## config.mk

```make
export PLATFORM = sky130hd
export DESIGN_NAME = pc_fetch_ctrl
export DESIGN_NICKNAME = d
export VERILOG_FILES = /design/src/rtl/riscv_pkg.sv /design/src/rtl/pc_fetch_ctrl.sv
export SDC_FILE = /design/constraint.sdc
export NUM_CORES = 1
export LEC_CHECK = 0
export CAP_MARGIN = 10
export CORE_UTILIZATION = 39
export CTS_CLUSTER_DIAMETER = 60
export DETAILED_ROUTE_END_ITERATION = 7
export GPL_TIMING_DRIVEN = 0
export PLACE_DENSITY_LB_ADDON = 0.08
export SETUP_SLACK_MARGIN = 0.2
export SYNTH_ARGS = -nofsm -noshare
export SYNTH_HDL_FRONTEND = slang
export SYNTH_SLANG_ARGS = --single-unit
```

## constraint.sdc

```tcl
create_clock -name clk -period 2.1 [get_ports clk]
set_input_delay 0.315 -clock clk [delete_from_list [all_inputs] [get_ports clk]]
set_output_delay 0.315 -clock clk [all_outputs]
set_load 0.01 [all_outputs]
```

## src/rtl/riscv_pkg.sv

```systemverilog
// Shared front-end definitions: datapath width, PC increment, reset vector
// and the fetch controller state encoding.
package riscv_pkg;

    localparam int XLEN = 32;
    localparam int INSTR_BYTES = 4;
    localparam logic [XLEN-1:0] RESET_VECTOR = 32'h0000_0000;

    typedef enum logic [1:0] {
        BOOT = 2'd0,
        IDLE = 2'd1,
        REQ  = 2'd2
    } pc_fetch_state_t;

endpackage

```

## src/rtl/pc_fetch_ctrl.sv

```systemverilog
// PC register and instruction-fetch request controller with redirect buffering.
// Optional fetch/redirect statistics counters are built when PC_FETCH_STATS_EN is defined.
module pc_fetch_ctrl
    import riscv_pkg::*;
#(
    parameter int                          XLEN         = riscv_pkg::XLEN,
    parameter logic [riscv_pkg::XLEN-1:0]  RESET_VECTOR = riscv_pkg::RESET_VECTOR,
    parameter int                          INSTR_BYTES  = riscv_pkg::INSTR_BYTES
) (
    input  logic            clk,
    input  logic            rst_n,
    input  logic [XLEN-1:0] branch_target,
    input  logic            branch_taken,
    input  logic            stall,
    output logic            if_req_valid,
    input  logic            if_req_ready,
    output logic [XLEN-1:0] if_req_addr,
    output logic [XLEN-1:0] pc,
    output logic [XLEN-1:0] pc_plus4,
    output logic            redirect_pending,
    output logic            misalign_err,
    output logic [31:0]     redirect_count,
    output logic [31:0]     fetch_count
);

    pc_fetch_state_t r_state;
    logic [XLEN-1:0] r_pc;
    logic [XLEN-1:0] r_pend_target;
    logic            r_pend;
    logic            r_misalign;

    logic            w_handshake;
    logic            w_redirect_ok;
    logic            w_redirect_bad;
    logic [XLEN-1:0] w_pc_plus4;
    logic [XLEN-1:0] w_hs_pc;

    assign w_handshake    = (r_state == REQ) && if_req_ready;
    assign w_redirect_ok  = branch_taken && (branch_target[1:0] == 2'b00);
    assign w_redirect_bad = branch_taken && (branch_target[1:0] != 2'b00);
    assign w_pc_plus4     = r_pc + XLEN'(INSTR_BYTES);

    // A live redirect beats a buffered one, which beats sequential flow.
    always_comb begin
        w_hs_pc = w_pc_plus4;
        if (w_redirect_ok) begin
            w_hs_pc = branch_target;
        end else if (r_pend) begin
            w_hs_pc = r_pend_target;
        end
    end

    always_ff @(posedge clk or negedge rst_n) begin
        if (!rst_n) begin
            r_state <= BOOT;
        end else begin
            case (r_state)
                BOOT:    r_state <= IDLE;
                IDLE:    if (!stall) r_state <= REQ;
                REQ:     if (w_handshake && stall) r_state <= IDLE;
                default: r_state <= BOOT;
            endcase
        end
    end

    // While a request is outstanding the address must stay stable, so
    // redirects are parked in the pending buffer until the handshake.
    always_ff @(posedge clk or negedge rst_n) begin
        if (!rst_n) begin
            r_pc          <= RESET_VECTOR;
            r_pend        <= 1'b0;
            r_pend_target <= '0;
        end else if (w_handshake) begin
            r_pc   <= w_hs_pc;
            r_pend <= 1'b0;
        end else if (w_redirect_ok) begin
            if (r_state == REQ) begin
                r_pend        <= 1'b1;
                r_pend_target <= branch_target;
            end else begin
                r_pc <= branch_target;
            end
        end
    end

    always_ff @(posedge clk or negedge rst_n) begin
        if (!rst_n) begin
            r_misalign <= 1'b0;
        end else begin
            r_misalign <= w_redirect_bad;
        end
    end

`ifdef PC_FETCH_STATS_EN
    logic [31:0] r_fetch_count;
    logic [31:0] r_redirect_count;

    always_ff @(posedge clk or negedge rst_n) begin
        if (!rst_n) begin
            r_fetch_count    <= 32'd0;
            r_redirect_count <= 32'd0;
        end else begin
            if (w_handshake) r_fetch_count <= r_fetch_count + 32'd1;
            if (w_redirect_ok) r_redirect_count <= r_redirect_count + 32'd1;
        end
    end

    assign fetch_count    = r_fetch_count;
    assign redirect_count = r_redirect_count;
`else
    assign fetch_count    = 32'd0;
    assign redirect_count = 32'd0;
`endif

    assign if_req_valid     = (r_state == REQ);
    assign if_req_addr      = r_pc;
    assign pc               = r_pc;
    assign pc_plus4         = w_pc_plus4;
    assign redirect_pending = r_pend;
    assign misalign_err     = r_misalign;

endmodule

```

== After elaboration in Yosys (flattened, before gate mapping) ==
Cells that the tools add are included.
Word-level totals
  input port bits: 37
  output and inout bits: 163
  logic and storage cells: 36
  register bits: 68
Cells by class
  add/sub/neg operators: 1
  reductions and logical operators: 13
  muxes and demuxes: 11
  equality and inequality tests: 5
  bitwise operators: 1
Operators with widths (count)
  32-bit 2-to-1 mux: 5
  32-bit by 3-bit adder with 32-bit output (second input constant): 1
  2-bit one-hot mux with 3 select lines: 1
  2-bit AND reduction: 3
  2-bit nonzero test: 3
  1-bit logical AND: 4
  2-bit zero test: 2
  2-bit 2-to-1 mux: 2
  2-bit by 1-bit != test with 1-bit output (second input constant): 2
  1-bit 2-to-1 mux: 3
  3-bit AND reduction: 1
  2-bit by 1-bit equality test with 1-bit output (second input constant): 1
  2-bit equality test (second input constant): 1
  2-bit != test (second input constant): 1
  1-bit NOT: 1

== Longest topological paths before layout ==
  word-level depth: 5
  mapped depth: 8
  gate-level depth less buffers: 6

== Worst setup path before layout ==
OpenSTA, ideal clock, no wires.
  path type: reg2out
  start: register r_pc[6] (netlist: if_req_addr[6])
  end: output port pc_plus4[20]
  path buffers: 1
  setup slack: -0.246 ns
  required time: 1.785 ns
  stages on the path, launching flop included: 6
  arrival time: 2.031 ns
  path through: dfrtp_1 > buf_2 > nand4_4 > or4_4 > or3_4 > xnor2_1
Between the ends
  word-level cells in the longest chain between the ends: 1
RTL lines
  from (decl): line pc_fetch_ctrl.sv:27  | logic [XLEN-1:0] r_pc;
  from (signal assigned): line pc_fetch_ctrl.sv:74  | r_pc <= w_hs_pc;
  from (signal assigned): line pc_fetch_ctrl.sv:81  | r_pc <= branch_target;
  32-bit by 3-bit adder with 32-bit output: line pc_fetch_ctrl.sv:41  | assign w_pc_plus4 = r_pc + XLEN'(INSTR_BYTES);
  to (decl): line pc_fetch_ctrl.sv:19  | output logic [XLEN-1:0] pc_plus4,
No other way between the ends.

== Final worst setup path ==
  start: register r_pc[6] (netlist: if_req_addr[6])
  end: output port pc_plus4[23]
The elaborated chain is that of the path after synthesis.

==> flow_metrics.env <==
export IMPL_status="finished with violations"
export IMPL_violations="design-rule violations, negative setup slack"
export IMPL_cp_required_ns=1.78
export IMPL_critPathKind="register to primary output"
export IMPL_avgSynthCellArea_um2=9.43
export IMPL_grt_usage=0.237
export IMPL_regToRegStartpoint="if_req_addr[2]"
export IMPL_period_share=1.18
export IMPL_ys_async_sr_fraction=1.00
export IMPL_synth_seq_cells=68
export IMPL_cts_htree_levels=3
export IMPL_cts_root_buf="clkbuf_16"
export IMPL_fin_util=0.694
export IMPL_rsz0062_at_grt="true"
export IMPL_coreArea_mm2=0.0115
export IMPL_synth_edf_count=0
export IMPL_leakagePower_nw=3.92
export IMPL_cts_hold_fix_buffers=0
export IMPL_place_area_mm2=0.00647
export IMPL_antenna_found_initial=0
export IMPL_post_drt_wl_per_cell_um=17.2
export IMPL_arrival_ns=2.16
export IMPL_power_w=0.0107
export IMPL_cts_buffers=9
export IMPL_finClkSkew_ns=0.0104
export IMPL_final_cell_count_no_fill=936
export IMPL_place_gp_congestion=0.833
export IMPL_design_area_mm2=0.00800
export IMPL_antenna_cells=0
export IMPL_vias_per_cell=5.12
export IMPL_synth_area_mm2=0.00463
export IMPL_start_kind="register"
export IMPL_first_pass_iters=8
export IMPL_slew_violations=0
export IMPL_fin_ws_ns=-0.375
export IMPL_finalHoldViolations=0
export IMPL_dpl_cell_count=832
export IMPL_p_per_area_mw_per_mm2=1340
export IMPL_port_buffers=135
export IMPL_wirelength_mm=16.1
export IMPL_max_freq_mhz=404
export IMPL_cts_tree="done"
export IMPL_grt_overflow=0
export IMPL_cp_end_kind="primary output"
export IMPL_grt_max_degree=69
export IMPL_drt_iter0_drc=255
export IMPL_grt_pass1_wl_mm=23.2
export IMPL_nets=826
export IMPL_drive_gt1_frac=0.474
export IMPL_die_w_um=111
export IMPL_synthToLayoutAreaGrowth_pct=72.7
export IMPL_ff2ff_path_depth=12
export IMPL_syn_instance_count=491
export IMPL_num_fill_cells=868
export IMPL_io_pins=200
export IMPL_ir_drop_mv=0.575
export IMPL_worst_slew_pin_transition_ns=0.920
export IMPL_yosysSeqAreaShare=0.368
export IMPL_grt_pass1_vias=4443
export IMPL_setup_worst_path_start="if_req_addr[6]"
export IMPL_clk_pin_slew_ns=0.06
export IMPL_insertion_delay_ns=0.33
export IMPL_die_height_um=111
export IMPL_final_setup_viol_count=24
export IMPL_dp_hpwl_mm=9.90
export IMPL_final_cell_mix="158 x buf_4, 98 x clkdlybuf4s50_1, 64 x conb_1, 55 x dfrtp_1, 35 x buf_6"
export IMPL_initial_utilization=0.402
export IMPL_cts_sinks=68
export IMPL_ys_warnings_count=0
export IMPL_drtAntennaViolNets=0
export IMPL_drc_errors=36
export IMPL_synth_main_ff_cell="dfrtp_1"
export IMPL_min_period_ns=2.47
export IMPL_crit_fanout=4
export IMPL_rows=39
export IMPL_cap_viol_max_count=0
export IMPL_ys_types=55
export IMPL_dieArea_mm2=0.0123
export IMPL_min_path_type="input port to asynchronous set/reset pin"
export IMPL_pre_cts_ws_ns=-0.863
export IMPL_vias=4788
export IMPL_clockBufferDepth=2
export IMPL_relSlewSlack=0.386
export IMPL_layout_commonest_cell="buf_4"
[critical path, stage by stage, from the launching register on]
cell and delay (ns):
dfrtp_1 0.35, buf_6 0.12, nand4_4 0.09, or4_4 0.59, buf_6 0.15, nor3_4 0.21, xor2_1 0.16, buf_2 0.15
[power by group]
group / internal (W) / switching [W]
combinational: 0.00366 / 0.00286
sequential: 0.00191 / 0.000612
clock: 0.00104 / 0.000620
[registers in the layout (all words and copies together), names as in the netlist]
register	count
r_state	2
redirect_pending	1
misalign_err	1
if_req_addr	32
r_pend_target	32
[final timing paths]
| kind | end | slack, ns |
|---|---|---|
| setup / recovery | pc_plus4[23] | -0.37 |
| hold / removal | if_req_addr[4] | 0.1 |
| setup reg to reg | if_req_addr[16] | -0.06 |
| hold reg to reg | r_pend_target[1] | 0.51 |
| max in group asynchronous | if_req_addr[20] | 1.32 |
| min in group clk | misalign_err | 0.37 |
[cells in the mapped netlist, types with 2 or more instances]
master | count | area, µm²
nor2_1 | 15 | 56.3
nor4_1 | 4 | 25.0
o221ai_1 | 2 | 17.5
a32o_1 | 5 | 50.1
nor3_1 | 11 | 55.1
nand2_1 | 25 | 93.8
inv_1 | 15 | 56.3
dfrtp_1 | 68 | 1700
mux2_2 | 34 | 383
nor4_2 | 2 | 25.0
buf_2 | 4 | 20.0
xnor2_1 | 19 | 166
o22a_1 | 3 | 26.3
and4_1 | 3 | 26.3
a31o_2 | 2 | 17.5
a211oi_1 | 7 | 52.6
nand3_1 | 21 | 105
a22oi_1 | 6 | 45.0
o21a_1 | 4 | 30.0
mux2i_1 | 6 | 60.1
and3_1 | 6 | 37.5
nor2b_1 | 3 | 18.8
a21oi_1 | 22 | 110
o22ai_1 | 14 | 87.6
xor2_1 | 9 | 78.8
nand4_1 | 8 | 50.1
buf_1 | 2 | 7.51
buf_4 | 98 | 736
or3_1 | 2 | 12.5
a32oi_1 | 2 | 17.5
a31oi_1 | 5 | 31.3
a211o_1 | 3 | 26.3
a21o_1 | 3 | 22.5
clkbuf_1 | 19 | 71.3
o21ai_0 | 17 | 85.1
o21bai_1 | 3 | 22.5
[metrics by stage]
stage | hold slack [ns] | setup TNS [ns]
6_report | 0.0955 | -4.76
5_1_grt | 0.190 | -6.40
4_1_cts | 0.158 | -4.18
3_5_place_dp | 0.485 | -47.04
3_3_place_gp | 0.478 | -160.33
2_1_floorplan | 0.0194 | -0.0309
[final cells by class]
class | instances | area (µm²) | share of cell area
multi-input cells | 348 | 2770 | 0.346
repair buffers | 223 | 2020 | 0.253
flip-flops and latches | 68 | 1720 | 0.215
plain buffers | 123 | 936 | 0.117
clock buffers | 10 | 229 | 0.0286
well taps | 143 | 179 | 0.0224
clock inverters | 6 | 88.8 | 0.0111
inverters | 15 | 61.3 | 0.00767
[cell families after synthesis]
kind of cell    count (synthesis)  synth area share
fa+ha+maj                       1           0.00270
buf+inv                       138             0.192
simple gates                  108             0.130
flops                          68             0.368
xor+xnor                       28            0.0530
other cells                     1          0.000810
compound gates                107             0.158
mux                            40            0.0957
[repair_timing]
action,in CTS,in global routing
resized for setup,203,90
gates cloned,0,1
pin swaps,25,39
setup buffers,55,32
endpoints found under the setup margin,93,46
[layer usage]
layer  GRT usage  vias up  share of wire
met5           0        -              0
met1       0.293     2290           0.40
met3      0.0399       39          0.076
met4      0.0804        0          0.026
met2       0.418      258           0.50
li1            -     2201              -
No activity file was read; power rests on OpenSTA's default activity.
